$ cat src/rtl/mc_alu.sv
// rtl/mc_alu.sv - handshaked ALU: registered single-cycle ops, iterative MULU/DIVU
module mc_alu #(
    parameter int WIDTH = 32,
    parameter int CNT_W = $clog2(WIDTH) + 1
) (
    input  logic             clk,
    input  logic             rst_n,
    input  logic             in_valid,
    output logic             in_ready,
    input  logic [3:0]       cmd,
    input  logic [WIDTH-1:0] a,
    input  logic [WIDTH-1:0] b,
    output logic             out_valid,
    input  logic             out_ready,
    output logic [WIDTH-1:0] result_lo,
    output logic [WIDTH-1:0] result_hi,
    output logic             overflow,
    output logic             zero,
    output logic             div_by_zero
);
    localparam logic [3:0] CMD_AND  = 4'd0;
    localparam logic [3:0] CMD_OR   = 4'd1;
    localparam logic [3:0] CMD_ADD  = 4'd2;
    localparam logic [3:0] CMD_SUB  = 4'd3;
    localparam logic [3:0] CMD_SLT  = 4'd4;
    localparam logic [3:0] CMD_SLTU = 4'd5;
    localparam logic [3:0] CMD_XOR  = 4'd6;
    localparam logic [3:0] CMD_NOR  = 4'd7;
    localparam logic [3:0] CMD_SLL  = 4'd8;
    localparam logic [3:0] CMD_SRL  = 4'd9;
    localparam logic [3:0] CMD_SRA  = 4'd10;
    localparam logic [3:0] CMD_MULU = 4'd11;
    localparam logic [3:0] CMD_DIVU = 4'd12;

    typedef enum logic [1:0] {S_IDLE, S_BUSY, S_DONE} state_t;

    state_t           state, state_nxt;
    logic [CNT_W-1:0] cnt;
    logic [WIDTH-1:0] opnd_q;
    logic             is_div_q;
    logic             accept, is_multi;
    logic [CNT_W-2:0] shamt;
    logic [WIDTH:0]   ext;
    logic [WIDTH-1:0] sc_lo, sc_hi;
    logic             sc_ovf, sc_dbz, sc_zero;
    logic [WIDTH:0]   mul_sum, div_rs, div_diff;
    logic [WIDTH-1:0] it_hi, it_lo;

    assign shamt  = b[CNT_W-2:0];
    assign accept = in_valid && in_ready;

    always_comb begin
        sc_lo    = '0;
        sc_hi    = '0;
        sc_ovf   = 1'b0;
        sc_dbz   = 1'b0;
        ext      = '0;
        is_multi = 1'b0;
        case (cmd)
            CMD_AND:  sc_lo = a & b;
            CMD_OR:   sc_lo = a | b;
            CMD_ADD: begin
                ext    = {a[WIDTH-1], a} + {b[WIDTH-1], b};
                sc_lo  = ext[WIDTH-1:0];
                sc_ovf = ext[WIDTH] ^ ext[WIDTH-1];
            end
            CMD_SUB: begin
                ext    = {a[WIDTH-1], a} - {b[WIDTH-1], b};
                sc_lo  = ext[WIDTH-1:0];
                sc_ovf = ext[WIDTH] ^ ext[WIDTH-1];
            end
            CMD_SLT:  sc_lo = {{(WIDTH-1){1'b0}}, $signed(a) < $signed(b)};
            CMD_SLTU: sc_lo = {{(WIDTH-1){1'b0}}, a < b};
            CMD_XOR:  sc_lo = a ^ b;
            CMD_NOR:  sc_lo = ~(a | b);
            CMD_SLL:  sc_lo = a << shamt;
            CMD_SRL:  sc_lo = a >> shamt;
            CMD_SRA:  sc_lo = $unsigned($signed(a) >>> shamt);
            CMD_MULU: is_multi = 1'b1;
            CMD_DIVU: begin
                // Divide by zero short-circuits the iteration entirely.
                if (b == '0) begin
                    sc_lo  = '1;
                    sc_hi  = a;
                    sc_dbz = 1'b1;
                end else begin
                    is_multi = 1'b1;
                end
            end
            default: ;
        endcase
        sc_zero = (cmd <= CMD_DIVU) && (sc_lo == '0);
    end

    // result_hi/result_lo double as the working registers while BUSY.
    always_comb begin
        mul_sum  = {1'b0, result_hi} + (result_lo[0] ? {1'b0, opnd_q} : '0);
        div_rs   = {result_hi, result_lo[WIDTH-1]};
        div_diff = div_rs - {1'b0, opnd_q};
        if (is_div_q) begin
            if (!div_diff[WIDTH]) begin
                it_hi = div_diff[WIDTH-1:0];
                it_lo = {result_lo[WIDTH-2:0], 1'b1};
            end else begin
                it_hi = div_rs[WIDTH-1:0];
                it_lo = {result_lo[WIDTH-2:0], 1'b0};
            end
        end else begin
            it_hi = mul_sum[WIDTH:1];
            it_lo = {mul_sum[0], result_lo[WIDTH-1:1]};
        end
    end

    always_ff @(posedge clk or negedge rst_n) begin
        if (!rst_n) state <= S_IDLE;
        else        state <= state_nxt;
    end

    always_comb begin
        state_nxt = state;
        case (state)
            S_IDLE: if (accept) state_nxt = is_multi ? S_BUSY : S_DONE;
            S_BUSY: if (cnt == CNT_W'(1)) state_nxt = S_DONE;
            S_DONE: begin
                if (accept)         state_nxt = is_multi ? S_BUSY : S_DONE;
                else if (out_ready) state_nxt = S_IDLE;
            end
            default: state_nxt = S_IDLE;
        endcase
    end

    always_comb begin
        in_ready  = 1'b0;
        out_valid = 1'b0;
        case (state)
            S_IDLE: in_ready = 1'b1;
            S_DONE: begin
                in_ready  = out_ready;
                out_valid = 1'b1;
            end
            default: ;
        endcase
    end

    always_ff @(posedge clk or negedge rst_n) begin
        if (!rst_n) begin
            result_lo   <= '0;
            result_hi   <= '0;
            overflow    <= 1'b0;
            zero        <= 1'b0;
            div_by_zero <= 1'b0;
            cnt         <= '0;
            opnd_q      <= '0;
            is_div_q    <= 1'b0;
        end else if (accept) begin
            if (is_multi) begin
                result_hi   <= '0;
                result_lo   <= (cmd == CMD_DIVU) ? a : b;
                opnd_q      <= (cmd == CMD_DIVU) ? b : a;
                is_div_q    <= (cmd == CMD_DIVU);
                cnt         <= CNT_W'(WIDTH);
                overflow    <= 1'b0;
                zero        <= 1'b0;
                div_by_zero <= 1'b0;
            end else begin
                result_lo   <= sc_lo;
                result_hi   <= sc_hi;
                overflow    <= sc_ovf;
                zero        <= sc_zero;
                div_by_zero <= sc_dbz;
            end
        end else if (state == S_BUSY) begin
            result_hi <= it_hi;
            result_lo <= it_lo;
            cnt       <= cnt - CNT_W'(1);
            if (cnt == CNT_W'(1)) zero <= (it_lo == '0);
        end
    end
endmodule

$ cat config.mk
export PLATFORM = sky130hd
export DESIGN_NAME = mc_alu
export DESIGN_NICKNAME = d
export VERILOG_FILES = /design/src/rtl/mc_alu.sv
export SDC_FILE = /design/constraint.sdc
export NUM_CORES = 1
export LEC_CHECK = 0
export BUFFER_PORTS_ARGS = -buffer_cell sky130_fd_sc_hd__buf_2
export CELL_PAD_IN_SITES_DETAIL_PLACEMENT = 0
export CELL_PAD_IN_SITES_GLOBAL_PLACEMENT = 1
export CORE_MARGIN = 5
export CORE_UTILIZATION = 33
export CTS_BUF_LIST = sky130_fd_sc_hd__clkbuf_8
export CTS_CLUSTER_SIZE = 14
export DETAILED_ROUTE_END_ITERATION = 16
export GPL_ROUTABILITY_DRIVEN = 0
export GPL_TIMING_DRIVEN = 0
export PLACE_DENSITY_LB_ADDON = 0.1
export SLEW_MARGIN = 20
export SYNTH_ARGS = -nofsm -noshare
export SYNTH_HDL_FRONTEND = slang
export SYNTH_SLANG_ARGS = --single-unit
$ cat constraint.sdc
create_clock -name clk -period 5.6 [get_ports clk]
set_clock_uncertainty 0.15 [all_clocks]
set_input_delay 0.56 -clock clk [delete_from_list [all_inputs] [get_ports clk]]
set_output_delay 0.56 -clock clk [all_outputs]
set_load 0.01 [all_outputs]
* After elaboration in Yosys (flattened, before gate mapping)
Cells that the tools add are included.
** Storage, ports and cells
- Logic and storage cells :: 97
- Register bits :: 108
- Output and inout bits :: 69
- Input port bits :: 72
** Cells by class
- Equality and inequality tests :: 19
- Add/subtract/negate cells :: 5
- Reductions and logical operators :: 13
- Shifts and indexed selects :: 3
- Multiplexer cells :: 39
- Bitwise gates (word level) :: 6
- Magnitude comparators :: 3
** Operators with widths (number)
- two-way mux 32 bit :: 15
- one-hot mux 32 bit (12 select lines) :: 1
- logical NOT 32 bit :: 3
- adder 32 x 32 -> 33 bit :: 2
- < comparator 32 bit :: 2
- subtractor 32 x 32 -> 33 bit :: 1
- subtractor 33 x 32 -> 33 bit :: 1
- AND 32 bit :: 1
- NOT 32 bit :: 1
- OR 32 bit :: 1
- left shift 32 x 5 -> 32 bit :: 1
- right shift 32 x 5 -> 32 bit :: 1
- >>> shifter 32 x 5 -> 32 bit :: 1
- XOR 32 bit :: 1
- equality test 4 bit (second input constant) :: 5
- two-way mux 6 bit :: 3
- equality test 4 x 3 -> 1 bit (second input constant) :: 4
- two-way mux 1 bit :: 11
- two-way mux 2 bit :: 5
- equality test 4 x 2 -> 1 bit (second input constant) :: 2
- equality test 6 x 1 -> 1 bit (second input constant) :: 1
- one-hot mux 1 bit (2 select lines) :: 3
- one-hot mux 2 bit (3 select lines) :: 1
- AND reduction 2 bit :: 3
- 14 further kinds :: 18

* Depth between registers and ports, before layout
- Word-level depth :: 7
- Mapped depth :: 18
- Depth with buffers taken out :: 15

* Worst setup path before layout
No wires, ideal clock.
- Path kind :: input to register
- Start :: input b[2]
- End :: register zero
- Stages on the path :: 17
- Data required time :: 5.354 ns
- Arrival :: 4.727 ns
- Slack :: 0.628 ns
- Buffers on the path :: 5
- Library setup time :: 0.096 ns
- Cells stage by stage :: buf_2 > clkinv_1 > buf_2 > buf_1 > clkbuf_1 > ha_1 > clkbuf_1 > a21o_1 > a221o_1 > a31oi_1 > a211oi_1 > o22ai_1 > o21ai_0 > a221o_1 > a2111oi_0 > nand3_1 > o31ai_1
** Between the ends
- Longest elaborated chain between the ends :: 7
- Elaborated cells on any way between the ends :: 20
- Those cells by class :: 2 x add/sub; 2 x order compare; 3 x shift; 6 x mux; 4 x bitwise; 3 x reduce/logical
** Ends and longest elaborated chain
- start: declaration :: RTL line 12 : input logic [WIDTH-1:0] b,
- branches (longest 5 deep; another with subtractor 32 x 32 -> 33 bit)
- two-way mux 1 bit (*) :: RTL line 156 : if (is_multi) begin
- two-way mux 1 bit (*) :: RTL line 155 : end else if (accept) begin
- end signal: assignment :: RTL line 169 : zero <= sc_zero;
- end signal: assignment :: RTL line 176 : if (cnt == CNT_W'(1)) zero <= (it_lo == '0);
- end: declaration :: RTL line 18 : output logic zero,
Mark *: on every way between the ends.
A chain may end at the register's enable or synchronous reset.

* Worst setup path after layout
- Start :: input b[0]
- End :: register zero
Same word-level chain as after synthesis.

==> key figures <==
Clocking
  – Buffer type at the clock tree root: sky130_fd_sc_hd__clkbuf_8
  – Maximum buffer depth of the clock tree: 2
  – Post-CTS clock slew at the launch and capture registers of the worst setup and hold paths: 120 ps
  – H-tree Lvls: 3
  – Number of setup buffers added after CTS: 0
  – Number of sinks on the clock net: 108
  – Total CTS buffers: 9
  – Worst-Skew Late Latency: 440 ps
  – CTS tree: done

Global routing
  – Antenna violations before repair: 4
  – Remaining global-route overflow: 0
  – Global Route Usage Sum: 34.7%
  – First-pass GRT wire length: 172 mm
  – Largest net degree at the start of global routing: 75
  – Vias in the first global route: 23700

Critical path
  – Crit-path slowest cell: sky130_fd_sc_hd__a2111oi_1
  – Data arrival at the endpoint of the critical path: 5830 ps
  – Startpoint class of the critical path: input port
  – Endpoint kind of the worst setup timing path: register
  – Required time at the worst-slack endpoint: 5810 ps
  – Highest cell delay on the worst timing path: 950 ps
  – Worst path cell trace: buf_2, buf_6, buf_6, inv_1, buf_2, buf_1, mux2_2, nand2_1, a31oi_1, a2111oi_1, o311ai_0, a311oi_2, nand4_1, nor4_2, nand4_1, o31ai_1
  – Worst Setup Path Type: input port to register
  – Highest fanout seen on the critical path: 11

Worst hold path
  – Path type of the worst min-delay path: input port to register

Synthesis
  – Flip-flop and latch count after synthesis: 108
  – Cell variety after synth: 86
  – Largest area contributor in the netlist: sky130_fd_sc_hd__dfrtp_1
  – Count of warnings emitted by yosys: 0
  – Area share of the largest cell type after synthesis: 13.3%
  – Main area contributors after synthesis: sky130_fd_sc_hd__dfrtp_1 13%, sky130_fd_sc_hd__ha_1 10%, sky130_fd_sc_hd__mux4_2 6.8%, sky130_fd_sc_hd__nand2_1 5.2%, sky130_fd_sc_hd__a21oi_1 4.9%
  – Number of synthesized flops with an enable pin: 0
  – Sequential share of the synthesized area: 13.3%
  – Synth Instances: 2744
  – Commonest register cell after synthesis: sky130_fd_sc_hd__dfrtp_1
  – Net count after synthesis: 2985
  – Synth Area per Inst: 7.39 sq um
  – Synth async-reset ratio: 100%
  – Mapped cell area: 20300 sq um

STA
  – Worst hold slack: 200 ps
  – Final setup violation count: 1
  – Worst slew slack as a fraction of its limit: 18.6%
  – Timing-limited maximum frequency: 178 MHz
  – Final count of pins violating max slew: 0
  – Hold violation total from the final report: 0
  – Setup Total Neg Slack: -19.6 ps
  – Setup repair after global routing missed its margin: no
  – Slew at the pin closest to its max-slew limit: 1210 ps
  – Post-route minimum period: 5620 ps
  – Fin worst setup slack: -19.6 ps
  – Post-route clock period utilization: 100%

Run status
  – Failing checks: negative setup slack
  – Outcome: finished, violations left

Route
  – Post-route DRC: 0
  – Count of TritonRoute iterations in the first routing pass: 9
  – Final Routed Wirelength: 121 mm
  – Via-per-instance ratio: 6.68
  – Number of antenna-violating nets in the routed design: 0
  – Detail-routed net length per standard cell: 32.7 um
  – Initial DRC count: 3642
  – Number of vias in the routed layout: 24700

Die
  – Core region area: 61300 sq um
  – Die Span X: 258 um
  – Die height: 258 um
  – Initial core utilization: 33.1%
  – Cell Rows: 91
  – Number of top-level pins: 141
  – Die Area: 66500 sq um

Layout
  – Share of cells above drive strength 1: 12.9%
  – Most common library cell in the layout ignoring fill and taps: sky130_fd_sc_hd__nand2_1
  – Area growth from synthesis to layout: 10.4%
  – Commonest cells after routing, fill and taps aside: 281 x sky130_fd_sc_hd__nand2_1, 236 x sky130_fd_sc_hd__nor2_1, 199 x sky130_fd_sc_hd__a21oi_1, 165 x sky130_fd_sc_hd__ha_1, 160 x sky130_fd_sc_hd__clkbuf_1
  – Final standard cell area without fillers: 22400 sq um
  – Total Nets Final: 3139

Run
  – Number of maximum-capacitance constraint violations: 0

Power and ir drop
  – Worst voltage drop across the vdd grid: 124 uV
  – P per Cell Area: 312 nW/um^2
  – Static power due to leakage: 9.28 nW
  – Total design power: 6.98 mW

Placement
  – Total half-perimeter wirelength after legalization and detailed placement: 96.6 mm
  – Buffers added on ports: 140
  – Post-DP Area: 22100 sq um
  – Worst slack at placement: -1410 ps
==> flip-flops by register name (all words and copies together), names as in the netlist, 2 cells and up <==
register   cells
result_hi     32
result_lo     32
opnd_q        32
state          2
cnt            6
==> final timing paths <==
check                      cells after the start     startpoint             to  slack, ps
min in group asynchronous                      2          rst_n  result_hi[29]        420
setup reg to reg                              14  result_lo[31]  result_hi[24]        490
hold reg to reg                                1       state[1]       state[0]        370
hold / removal                                 2      out_ready       state[0]        200
setup / recovery                              16           b[0]           zero        -20
max in group asynchronous                      3          rst_n      opnd_q[8]       4100
==> per-stage QoR <==
| stage | utilization (%) | std cells |
|---|---|---|
| after floorplan | - | 2744 |
| after global placement | 35.9 | 3674 |
| after detailed placement | 36.1 | 3681 |
| after CTS | 36.5 | 3697 |
| after global routing | 36.6 | 3694 |
| final | 36.6 | 3696 |
==> layer usage <==
metal	GRT usage (%)	part of all wire [%]
met1	43.6	39
met2	53.1	42
met3	8.49	11
met4	22.2	8.4
met5	0	0.022
==> worst max-delay path, delay by kind of cell <==
family | cells | cell delay [ps]
AO/OA/AOI/OAI | 5 | 2170
buffers and inverters | 6 | 1790
AND/OR/NAND/NOR | 4 | 850
multiplexers | 1 | 460
==> final cells by class <==
class / count / area [sq um]
fill: 6541 / 38900
multi-input combinational: 2259 / 16200
sequential: 108 / 2700
tap: 790 / 988
buffer: 220 / 938
timing repair buffer: 148 / 787
inverter: 152 / 572
clock buffer: 9 / 124
clock inverter: 7 / 75.1
antenna: 3 / 7.51
==> where the power goes <==
| group | switching, mW | total, mW | internal, mW |
|---|---|---|---|
| Sequential | 0.437 | 1.47 | 1.04 |
| Clock | 0.331 | 0.542 | 0.210 |
| Combinational | 3.04 | 4.96 | 1.92 |
==> cells in the mapped netlist (22+ instances only) <==
cell type	instances
sky130_fd_sc_hd__a21oi_1	200
sky130_fd_sc_hd__ha_1	165
sky130_fd_sc_hd__nor3_1	68
sky130_fd_sc_hd__nand2_1	281
sky130_fd_sc_hd__a31oi_1	90
sky130_fd_sc_hd__o22ai_1	43
sky130_fd_sc_hd__o31ai_1	26
sky130_fd_sc_hd__inv_1	150
sky130_fd_sc_hd__o21a_1	27
sky130_fd_sc_hd__dfrtp_1	108
sky130_fd_sc_hd__nor2_1	236
sky130_fd_sc_hd__nand2b_1	45
sky130_fd_sc_hd__mux4_2	61
sky130_fd_sc_hd__nand3_1	58
sky130_fd_sc_hd__mux2_2	58
sky130_fd_sc_hd__a22oi_1	34
sky130_fd_sc_hd__o211ai_1	62
sky130_fd_sc_hd__mux2i_1	57
sky130_fd_sc_hd__xor2_1	24
sky130_fd_sc_hd__a211oi_1	31
sky130_fd_sc_hd__buf_1	25
sky130_fd_sc_hd__clkbuf_1	172
sky130_fd_sc_hd__or3_1	23
sky130_fd_sc_hd__and2_1	46
sky130_fd_sc_hd__a21o_1	44
sky130_fd_sc_hd__and3_1	22
sky130_fd_sc_hd__xnor2_1	38
sky130_fd_sc_hd__a221o_1	24
sky130_fd_sc_hd__a221oi_1	25
sky130_fd_sc_hd__nor4_1	33
sky130_fd_sc_hd__o21ai_0	142
sky130_fd_sc_hd__nor2b_1	24
==> logic make-up after synthesis <==
kind of cell             synth area share [%]
AO/OA/AOI/OAI                            31.2
XOR/XNOR                                 2.68
adder cells (fa/ha/maj)                  10.6
buffers and inverters                    7.46
flip-flops                               13.3
multiplexers                             13.3
AND/OR/NAND/NOR                          21.5
==> what timing repair did <==
action	4_1_cts	5_1_grt
resized for setup	15	17
setup endpoints to repair	44	21
hold buffers	1	0
hold endpoints to repair	34	0
No activity file was read; power rests on OpenSTA's default activity.
